==> src/rtl/pipe_reg_ctrl.sv <==
// pipe_reg_ctrl: valid/ready stage register with skid buffer, flush and saturating stall counter
module pipe_reg_ctrl #(
  parameter int DATA_W = 32,
  parameter int CNT_W  = 16
) (
  input  logic              clk_i,
  input  logic              rst_ni,
  input  logic              flush_i,
  input  logic              in_valid_i,
  output logic              in_ready_o,
  input  logic [DATA_W-1:0] in_data_i,
  output logic              out_valid_o,
  input  logic              out_ready_i,
  output logic [DATA_W-1:0] out_data_o,
  output logic [1:0]        occ_o,
  output logic [CNT_W-1:0]  stall_cnt_o
);
  typedef enum logic [1:0] {EMPTY = 2'd0, BUSY = 2'd1, FULL = 2'd2} state_t;
  state_t            r_state, w_state_nxt;
  logic [DATA_W-1:0] r_main, r_skid, w_main_nxt, w_skid_nxt;
  logic [CNT_W-1:0]  r_cnt, w_cnt_nxt;
  logic              r_in_ready, r_out_valid;
  logic              w_in_fire, w_out_fire, w_stall;
  assign w_in_fire  = in_valid_i & r_in_ready;
  assign w_out_fire = r_out_valid & out_ready_i;
  assign w_stall    = r_out_valid & ~out_ready_i;
  always_ff @(posedge clk_i) begin
    if (!rst_ni) begin
      r_state     <= EMPTY;
      r_main      <= '0;
      r_skid      <= '0;
      r_cnt       <= '0;
      r_in_ready  <= 1'b0;
      r_out_valid <= 1'b0;
    end else begin
      r_state     <= w_state_nxt;
      r_main      <= w_main_nxt;
      r_skid      <= w_skid_nxt;
      r_cnt       <= w_cnt_nxt;
      r_in_ready  <= (w_state_nxt != FULL);
      r_out_valid <= (w_state_nxt != EMPTY);
    end
  end
  always_comb begin
    w_state_nxt = r_state;
    if (flush_i)
      w_state_nxt = EMPTY;
    else if (r_state == EMPTY)
      w_state_nxt = w_in_fire ? BUSY : EMPTY;
    else if (r_state == BUSY)
      w_state_nxt = (w_in_fire && !w_out_fire) ? FULL :
                    (!w_in_fire && w_out_fire) ? EMPTY : BUSY;
    else
      w_state_nxt = w_out_fire ? BUSY : FULL;
  end
  // on flush the registers keep their contents; validity alone is dropped
  always_comb begin
    w_main_nxt = r_main;
    w_skid_nxt = r_skid;
    if (!flush_i) begin
      w_main_nxt = (w_in_fire && (r_state == EMPTY || (r_state == BUSY && w_out_fire))) ? in_data_i :
                   (r_state == FULL && w_out_fire) ? r_skid : r_main;
      w_skid_nxt = (r_state == BUSY && w_in_fire && !w_out_fire) ? in_data_i : r_skid;
    end
    w_cnt_nxt = (w_stall && r_cnt != {CNT_W{1'b1}}) ? r_cnt + 1'b1 : r_cnt;
  end
  assign in_ready_o  = r_in_ready;
  assign out_valid_o = r_out_valid;
  assign out_data_o  = r_main;
  assign occ_o       = r_state;
  assign stall_cnt_o = r_cnt;
endmodule

==> config.mk <==
export PLATFORM = sky130hd
export DESIGN_NAME = pipe_reg_ctrl
export DESIGN_NICKNAME = d
export VERILOG_FILES = /design/src/rtl/pipe_reg_ctrl.sv
export SDC_FILE = /design/constraint.sdc
export NUM_CORES = 1
export LEC_CHECK = 0
export BUFFER_PORTS_ARGS = -buffer_cell sky130_fd_sc_hd__buf_4
export CAP_MARGIN = 20
export CORE_MARGIN = 2
export CORE_UTILIZATION = 52
export CTS_BUF_LIST = sky130_fd_sc_hd__clkbuf_4 sky130_fd_sc_hd__clkbuf_8 sky130_fd_sc_hd__clkbuf_16
export DETAILED_ROUTE_END_ITERATION = 8
export GPL_TIMING_DRIVEN = 0
export HOLD_SLACK_MARGIN = 0.03
export MAX_ROUTING_LAYER = met4
export PLACE_DENSITY_LB_ADDON = 0.1
export SYNTH_ARGS = -nofsm -noshare
export SYNTH_HDL_FRONTEND = slang
export SYNTH_SLANG_ARGS = --single-unit
==> constraint.sdc <==
create_clock -name clk_i -period 2.19 [get_ports clk_i]
set_input_delay 0.219 -clock clk_i [delete_from_list [all_inputs] [get_ports clk_i]]
set_output_delay 0.219 -clock clk_i [all_outputs]
set_load 0.01 [all_outputs]
==> results of run 1 <==
## area by class of cell
cell class | count | share of cell area
flip-flops and latches | 84 | 0.3833
multi-input cells | 321 | 0.3748
repair buffers | 88 | 0.1506
clock buffers | 11 | 0.03309
plain buffers | 28 | 0.02396
well taps | 77 | 0.02196
clock inverters | 4 | 0.01141
inverters | 1 | 0.0008557
## cell usage in the layout (no fill, tap or decap), drive strengths merged, types with 5 or more instances in the layout
master | netlist | routed
nand3 | 6 | 6
clkbuf | 28 | 39
a21oi | 35 | 35
nor2 | 8 | 8
mux2i | 6 | 6
nand4 | 5 | 5
a31oi | 35 | 35
dfxtp | 84 | 84
nand2 | 142 | 142
buf | 0 | 88
nand2b | 7 | 7
o21ai | 38 | 38
## worst min-delay path: cells and delay by family
family,cells,cell delay (ns)
AO/OA/AOI/OAI,1,0.05
buffers and inverters,1,0.11
AND/OR/NAND/NOR,1,0.05
## path summary, 6_finish.rpt
kind / depth (start not counted) / slack [ns] / to / startpoint
worst max-delay path: 5 / 0.29 / r_skid[29]$_SDFFE_PN0P_ / occ_o[1]$_SDFF_PN0_
worst min register to register: 2 / 0.46 / r_skid[23]$_SDFFE_PN0P_ / r_skid[23]$_SDFFE_PN0P_
worst max register to register: 5 / 0.29 / r_skid[29]$_SDFFE_PN0P_ / occ_o[1]$_SDFF_PN0_
worst min-delay path: 3 / 0.12 / r_skid[19]$_SDFFE_PN0P_ / in_data_i[19]
## per-stage QoR
step / setup slack, ns / util / hold WS [ns] / total power, W
6_report: 0.2921 / 0.6869 / 0.1180 / 0.002947
5_1_grt: 0.09649 / 0.6869 / 0.1168 / 0.003061
4_1_cts: 0.2792 / 0.6869 / 0.1137 / 0.002963
3_5_place_dp: 0.3028 / 0.6563 / 0.4471 / 0.001886
3_3_place_gp: 0.4098 / 0.6563 / 0.4416 / 0.001881
2_1_floorplan: 0.5005 / - / 0.3428 / 0.001733
## registers in the layout (all words and copies together) (netlist names)
register     cells
out_data_o      32
out_valid_o      1
occ_o            2
stall_cnt_o     16
r_skid          32
in_ready_o       1
## where the power goes
group          leakage, nW  switching (W)  internal (W)
Combinational        0.880       0.000146      0.000120
Clock               0.0948       0.000535      0.000563
Sequential           0.681      0.0000216       0.00156
Total                 1.66       0.000702       0.00225
## layer usage
layer / wire length [µm] / up-vias
li1: - / 1710
met1: 3719 / 1598
met2: 4383 / 102
met3: 596 / 9
met4: 80 / 0
met5: 0 / -
## synthesized netlist by cell type
library cell / number / area share
a2111oi_2: 1 / 0.0044
a21bo_2: 1 / 0.0029
a21boi_0: 1 / 0.0022
a21oi_1: 35 / 0.051
a31oi_1: 35 / 0.064
a41o_1: 1 / 0.0029
and2_1: 2 / 0.0036
and3_1: 2 / 0.0036
and4_1: 3 / 0.0077
and4b_1: 1 / 0.0029
clkbuf_1: 28 / 0.031
dfxtp_1: 84 / 0.49
ha_1: 1 / 0.0036
inv_1: 1 / 0.0011
mux2i_1: 6 / 0.017
nand2_1: 142 / 0.16
nand2b_1: 7 / 0.013
nand3_1: 6 / 0.0087
nand3b_1: 2 / 0.0044
nand4_1: 4 / 0.0073
nand4_4: 1 / 0.0062
nand4b_1: 3 / 0.0077
nand4bb_1: 1 / 0.0033
nor2_1: 8 / 0.0087
nor3_1: 3 / 0.0044
nor3b_1: 1 / 0.0022
nor4_1: 3 / 0.0055
o21a_1: 1 / 0.0022
o21ai_0: 38 / 0.055
o22ai_2: 1 / 0.0036
o311ai_0: 1 / 0.0026
o311ai_1: 1 / 0.0026
o41ai_1: 2 / 0.0051
or2_2: 1 / 0.0018
or3_1: 2 / 0.0036
or4_1: 2 / 0.0044
xnor2_1: 1 / 0.0026
xor2_1: 1 / 0.0026
## logic make-up (layout without fill, tap and decap cells)
family	after synthesis	in the layout	synth area share
and+or+nand+nor	194	194	0.2539
AOI/OAI and AO/OA	118	118	0.1985
DFF	84	84	0.4896
buffers and inverters	29	132	0.03169
muxes	6	6	0.01749
xor gates and xnor gates	2	2	0.005101
adders and majority gates	1	1	0.003642
==> impl_results.md, run 1 <==
- Sequential cell area: 1682 µm²
- GR met1 Demand/Resource: 0.3174
- Boundary Pins: 89
- Layout Cells excl Fill: 614
- Mean Syn Cell Area: 7.914 µm²
- Drt first-iter violations: 179
- Area Growth Syn to Fin: 27.72%
- Root buffer cell: clkbuf_8
- Slew @ Worst Pin: 0.6828 ns
- Die area: 7271 µm²
- Fillers: 577
- Maximum clock rate: 526.9 MHz
- Global routing's busiest layer: met2
- Critical-path cell list: nand3b_1, nor3_1, clkbuf_1, nand2_1, a21oi_1
- Initial core utilization: 0.5378
- Seq/Total Area, Yosys: 0.4896
- Crit end category: flip-flop
- DR DRC count: 0
- Pre-Repair DR Iteration Count: 6
- Met2 usage: 0.4205
- Total gr overflow: 0
- Clock slew at reported path FFs: 0.08 ns
- GRT Util Overall: 0.2559
- Final period utilization: 0.8666
- Period minus WS final: 1.898 ns
- Vias in the first global route: 3190
- Initial antenna violation count: 0
- RSZ-0062 raised after global routing: false
- Post-DRT Antenna Nets: 0
- Slew headroom: 0.5406
- Largest net degree at the start of global routing: 14
- Cells after Synth: 434
- Cells after DPL: 599
- Seq cells post-synth: 84
- Clock net sink count: 84
- Critical path arrival: 2.17 ns
- P_leak: 1.655 nW
- Resize count post-CTS: 0
- Clk_lat worst skew: 0.35 ns
- Number of warnings issued by yosys: 0
- Wire per inst: 14.30 µm
- Max VDD drop: 545.8 µV
- Max Cap Viol: 0
- WP buf/inv: 1
- Multi-input logic area: 1644 µm²
- Clock Tree Buf Depth: 2
- Number of cell rows: 29
- GR met3 Demand/Resource: 0.06323
- CP max stage cell: nor3_1
- Post-DP HPWL: 6168 µm
- Post-layout nets: 571
- Layout Skew: 0.008212 ns
- DR vias: 3419
- Crit-path max cell delay: 0.52 ns
- Placeable core area: 6386 µm²
- CTS tree: done
- Hold crit path type: primary input to flip-flop
- Layout cells sized above 1: 0.2011
- GPL Wtd Cong: 0.8193
- Post-synth net total: 472
- Worst-path fanout max: 10
- H-tree depth: 3
- Post-CTS setup buffers: 0
- Worst Path Required: 2.46 ns
- Setup TNS: 0 ns
- Synth unique cells: 38
- Port Buffers: 88
- Number of antenna diodes: 0
- Status: complete, no violations
- Power Density: 671.9 nW/µm²
- Startpoint type of the worst setup path: flip-flop
- CP Class: flip-flop to flip-flop
- First-pass GRT wire length: 14650 µm
- Die Height: 85.27 µm
- Final Slew Violations: 0
- Final WL: 8780 µm
- Num CTS Buffers: 9
- Count of final setup violators: 0
- Vias per cell: 5.568
- Die X: 85.27 µm
- Placed inst area: 4192 µm²
- Hold-fix buffers, CTS: 0
- Kind of cell adding the most delay to the critical path: simple AND/OR/NAND/NOR gates
- Final hold viol count: 0
- Final Cell Area: 4387 µm²
- Mapped cell area: 3435 µm²
No activity file was read; power rests on OpenSTA's default activity.
==> run 2: changes to the inputs <==
--- a/config.mk
+++ b/config.mk
@@ -13,7 +13,6 @@
 export DETAILED_ROUTE_END_ITERATION = 8
 export GPL_TIMING_DRIVEN = 0
 export HOLD_SLACK_MARGIN = 0.03
-export MAX_ROUTING_LAYER = met4
 export PLACE_DENSITY_LB_ADDON = 0.1
 export SYNTH_ARGS = -nofsm -noshare
 export SYNTH_HDL_FRONTEND = slang
==> run 2 against run 1 <==
  * Sequential power hardly changed
  * Count of clock-buffer cells in the layout unchanged
  * Worst setup slack improved by 0.0070 ns
  * Sequential share of layout area unchanged
  * Final cell count is the same
  * Core utilization unchanged
  * Sequential cell count unchanged
  * Wire length up 0.16%
  * Clock power barely moved
==> impl_results.md, run 2 (same netlist as run 1, synthesis figures left out) <==
- Fillers: 577
- Clock net sink count: 84
- Pre-CTS setup slack: 0.3028 ns
- Worst Min Path Start: in_data_i[4]
- Post-layout util: 0.6869
- Largest net degree at the start of global routing: 14
- Total gr overflow: 0
- GR met1 Demand/Resource: 0.3174
- Resize count post-CTS: 0
- Startpoint type of the worst setup path: flip-flop
- Global routing's busiest layer: met2
- GR met3 Demand/Resource: 0.06323
- R2R Setup Slk: 0.30 ns
- Most frequent cells in the layout: 142 x nand2_1, 88 x buf_4, 84 x dfxtp_1
- Post-CTS setup buffers: 0
- Post-DP HPWL: 6168 µm
- Pre-Repair DR Iteration Count: 6
- Hold crit path type: primary input to flip-flop
- Power Density: 671.3 nW/µm²
- Count of final setup violators: 0
- Placeable core area: 6386 µm²
- First-pass GRT wire length: 14650 µm
- Max Cap Viol: 0
- Initial antenna violation count: 0
- Multi-input logic area: 1644 µm²
- GRT Util Overall: 0.2484
- CTS tree: done
- Area Growth Syn to Fin: 27.72%
- Initial core utilization: 0.5378
- Boundary Pins: 89
- Die X: 85.27 µm
- WHS Path Cells: 3
- Met2 usage: 0.4205
- Switching part of the total: 0.2377
- P_leak: 1.655 nW
- R2R Path Start: stall_cnt_o[0]$_SDFFE_PN0P_
- Final Slew Violations: 0
- Number of cell rows: 29
- Wire per inst: 14.32 µm
- Slew @ Worst Pin: 0.6906 ns
- Worst-path fanout max: 6
- Clock share of power: 0.372
- Post-DRT Antenna Nets: 0
- Clock slew at reported path FFs: 0.08 ns
- Num CTS Buffers: 9
- Int Pwr: 0.002245 W
- GPL Wtd Cong: 0.8075
- Setup TNS: 0 ns
- CP Class: flip-flop to flip-flop
- Max VDD drop: 539.0 µV
- Vias in the first global route: 3188
- WHS Endpoint: r_skid[4]$_SDFFE_PN0P_
- H-tree depth: 3
- Clk_lat worst skew: 0.35 ns
- Total net switching power: 0.0006999 W
- Vias per cell: 5.580
- Final period utilization: 0.8634
- Worst Path Required: 2.43 ns
- Period minus WS final: 1.891 ns
- Sequential cell area: 1682 µm²
- Die area: 7271 µm²
- Final Worst Setup Slack: 0.2991 ns
- Critical path arrival: 2.13 ns
- Clock Tree Buf Depth: 2
- Slew headroom: 0.5353
- DR DRC count: 0
- Final hold viol count: 0
- Maximum clock rate: 528.9 MHz
- DR vias: 3426
- Die Height: 85.27 µm
- Status: complete, no violations
- Reg2reg end: stall_cnt_o[14]$_SDFFE_PN0P_
- Number of antenna diodes: 0
- Final WL: 8794 µm
- Worst r2r path cells: 5
- Layout Skew: 0.008178 ns
- Drt first-iter violations: 188
- Root buffer cell: clkbuf_8
- Hold-fix buffers, CTS: 0
- Post-layout nets: 571
- Port Buffers: 88
- Most common cell after layout, fill and taps aside: nand2_1
- Layout cells sized above 1: 0.2011
- RSZ-0062 raised after global routing: false
- Crit end category: flip-flop
- Comb pwr share: 0.091
- Seq pwr share: 0.538
[run 2: cell counts in the layout (fill, tap and decap cells not counted)]
Identical to the previous run, type by type.
[run 2: final cells by class]
type	instances	area share
inverter	1	0.0008557
buffer	28	0.02396
sequential	84	0.3833
tap	77	0.02196
clock inverter	4	0.01141
timing repair buffer	88	0.1506
multi-input combinational	321	0.3748
clock buffer	11	0.03309
[run 2: power by group through the flow]
stage,Combinational (W),Sequential [W],Clock (W)
6_report,0.000267,0.00158,0.00109
5_1_grt,0.000295,0.00159,0.00118
4_1_cts,0.000269,0.00158,0.00111
3_5_place_dp,0.000267,0.00162,0
3_3_place_gp,0.000263,0.00162,0
2_1_floorplan,0.000102,0.00163,0
[run 2: through the flow]
| stage | instance area [µm²] | power, W | hold WS (ns) | std cells |
|---|---|---|---|---|
| after global routing | 4387 | 0.003061 | 0.1168 | 614 |
| after global placement | 4192 | 0.001881 | 0.4416 | 599 |
| after CTS | 4387 | 0.002963 | 0.1137 | 614 |
| after floorplan | 3435 | 0.001733 | 0.3428 | 434 |
| final | 4387 | 0.002945 | 0.1216 | 614 |
| after detailed placement | 4192 | 0.001886 | 0.4471 | 599 |
[run 2: critical path, cell delays in order (launching register included)]
cell and delay, ns:
dfxtp_1 0.42, ha_1 0.29, nand3b_1 0.20, nor4_1 0.51, nand4b_1 0.21, mux2i_1 0.15
[run 2: worst max-delay path by stage]
stage | endpoint | slack, ns | cells after the start | startpoint
final | stall_cnt_o[14]$_SDFFE_PN0P_ | 0.30 | 5 | stall_cnt_o[0]$_SDFFE_PN0P_
after global routing | r_skid[8]$_SDFFE_PN0P_ | 0.1 | 5 | occ_o[1]$_SDFF_PN0_
after CTS | r_skid[13]$_SDFFE_PN0P_ | 0.28 | 5 | occ_o[1]$_SDFF_PN0_
after detailed placement | r_skid[13]$_SDFFE_PN0P_ | 0.30 | 5 | occ_o[1]$_SDFF_PN0_
after global placement | r_skid[4]$_SDFFE_PN0P_ | 0.41 | 5 | occ_o[0]$_SDFF_PN0_
after floorplan | stall_cnt_o[15]$_SDFFE_PN0P_ | 0.50 | 4 | stall_cnt_o[2]$_SDFFE_PN0P_
[run 2: layer usage]
| layer | vias to the layer above | part of all wire |
|---|---|---|
| li1 | 1711 | - |
| met1 | 1604 | 0.43 |
| met2 | 102 | 0.50 |
| met3 | 9 | 0.067 |
| met4 | 0 | 0.0093 |
| met5 | - | 0 |
==> run 3: changes to the inputs <==
--- a/config.mk
+++ b/config.mk
@@ -8,8 +8,8 @@
 export BUFFER_PORTS_ARGS = -buffer_cell sky130_fd_sc_hd__buf_4
 export CAP_MARGIN = 20
 export CORE_MARGIN = 2
-export CORE_UTILIZATION = 52
-export CTS_BUF_LIST = sky130_fd_sc_hd__clkbuf_4 sky130_fd_sc_hd__clkbuf_8 sky130_fd_sc_hd__clkbuf_16
+export CORE_UTILIZATION = 54
+export CTS_BUF_LIST = sky130_fd_sc_hd__clkbuf_4
 export DETAILED_ROUTE_END_ITERATION = 8
 export GPL_TIMING_DRIVEN = 0
 export HOLD_SLACK_MARGIN = 0.03
==> run 3 against run 2 <==
  * Sequential cell count is the same
  * Non-clock buffer count up 18
  * Count of clock-buffer cells in the layout decreased by 1
  * Sequential power barely moved
  * Worst setup slack improved by 0.019 ns
  * Wire length rose by 2.8%
  * Maximum frequency grew 1.0%
  * First-iteration DRC count is 20% lower
  * Core utilization rose by 4.0 points
  * Clock skew rose by 0.0026 ns
  * Critical path type unchanged
  * Highest routed layer unchanged
==> impl_results.md, run 3 (same netlist as run 1, synthesis figures left out) <==
- Post-layout nets: 589
- Final Slew Violations: 0
- DR DRC count: 0
- Final Worst Setup Slack: 0.3183 ns
- Worst r2r path cells: 5
- DR vias: 3482
- Area Growth Syn to Fin: 32.02%
- Count of final setup violators: 0
- Boundary Pins: 89
- Int Pwr: 0.002182 W
- Post-DP HPWL: 6326 µm
- Overall Power: 0.002884 W
- Initial core utilization: 0.5503
- Total gr overflow: 0
- Setup TNS: 0 ns
- Port Buffers: 88
- Switching part of the total: 0.2435
- RSZ-0062 raised after global routing: false
- Post-CTS setup buffers: 0
- Critical path arrival: 2.21 ns
- Post-DRT Antenna Nets: 0
- Clock Tree Buf Depth: 2
- Total net switching power: 0.0007021 W
- Final hold viol count: 0
- Comb pwr share: 0.102
- Pre-CTS setup slack: 0.3490 ns
- Power Density: 636.0 nW/µm²
- Pre-Repair DR Iteration Count: 4
- Slew headroom: 0.5897
- Most common cell after layout, fill and taps aside: nand2_1
- Vias per cell: 5.501
- Most frequent cells in the layout: 142 x nand2_1, 88 x buf_4, 84 x dfxtp_1
- Clock slew at reported path FFs: 0.13 ns
- Vias in the first global route: 3256
- Fin Hold WS: 0.05212 ns
- Final WL: 9042 µm
- Period minus WS final: 1.872 ns
- Die area: 7014 µm²
- Max Cap Viol: 0
- Clock net sink count: 84
- Num CTS Buffers: 9
- Worst Path Required: 2.53 ns
- Max VDD drop: 493.1 µV
- Number of antenna diodes: 0
- First-pass GRT wire length: 14840 µm
- GPL Wtd Cong: 0.7950
- Resize count post-CTS: 0
- WHS Path Cells: 3
- Drt first-iter violations: 151
- Largest net degree at the start of global routing: 15
- Maximum clock rate: 534.3 MHz
- CTS tree: done
- Wire per inst: 14.28 µm
- GRT Util Overall: 0.2587
- Die X: 83.75 µm
- Initial antenna violation count: 0
- Root buffer cell: clkbuf_4
- Clk_lat worst skew: 0.41 ns
- Seq pwr share: 0.550
- Crit end category: flip-flop
- Hold crit path type: primary input to flip-flop
- Layout Skew: 0.01081 ns
- P_leak: 1.716 nW
- Number of cell rows: 29
- Hold-fix buffers, CTS: 13
- Layout cells sized above 1: 0.1942
- Die Height: 83.75 µm
- Slew @ Worst Pin: 0.6098 ns
- Placeable core area: 6241 µm²
- Startpoint type of the worst setup path: flip-flop
- Clock share of power: 0.348
- Status: complete, no violations
- Final period utilization: 0.8547
- H-tree depth: 3
- Worst-path fanout max: 10
- CP Class: flip-flop to flip-flop
==> run 3: layout make-up <==
cell class / count / area [µm²]
Multi-Input combinational cell: 321 / 1644
Inverter: 1 / 3.754
Clock buffer: 10 / 75.07
Tap cell: 77 / 96.34
Clock inverter: 6 / 87.58
Sequential cell: 84 / 1682
Fill cell: 527 / 1707
Buffer: 28 / 105.1
Timing Repair Buffer: 106 / 840.8
==> run 3: path summary, 6_finish.rpt <==
kind                           startpoint                     endpoint  slack [ns]
setup / recovery   out_valid_o$_SDFF_PN0_  out_data_o[10]$_SDFFE_PN0P_        0.32
hold / removal               in_data_i[6]       r_skid[6]$_SDFFE_PN0P_        0.05
setup reg to reg   out_valid_o$_SDFF_PN0_  out_data_o[10]$_SDFFE_PN0P_        0.32
hold reg to reg   r_skid[23]$_SDFFE_PN0P_      r_skid[23]$_SDFFE_PN0P_        0.46
==> run 3: per-layer routing <==
| layer | vias up | routed length (µm) | GRT usage |
|---|---|---|---|
| met3 | 10 | 425 | 0.05045 |
| met5 | - | 0 | 0 |
| met4 | 0 | 112 | 0.1129 |
| met1 | 1635 | 3923 | 0.3164 |
| met2 | 90 | 4581 | 0.4422 |
| li1 | 1747 | - | - |
==> run 3: critical path, cell delays in order (launching register included) <==
cell      delay [ns]
dfxtp_1         0.50
a21boi_0        0.21
nor2_1          0.31
clkbuf_1        0.45
nand2_1         0.13
a31oi_1         0.20
==> run 3: through the flow <==
step                        util  instance area (µm²)  std cells
final                     0.7265                 4534        633
after global routing      0.7265                 4534        633
after CTS                 0.7185                 4484        628
after detailed placement  0.6716                 4192        599
after global placement    0.6716                 4192        599
after floorplan                -                 3435        434
==> run 3: power groups by stage <==
stage / sequential, W / clock, W / combinational (W)
floorplan: 0.00163 / 0 / 0.000102
global placement: 0.00162 / 0 / 0.000262
detailed placement: 0.00162 / 0 / 0.000266
CTS: 0.00159 / 0.00102 / 0.000286
global route: 0.00159 / 0.00110 / 0.000319
finish: 0.00159 / 0.00100 / 0.000293
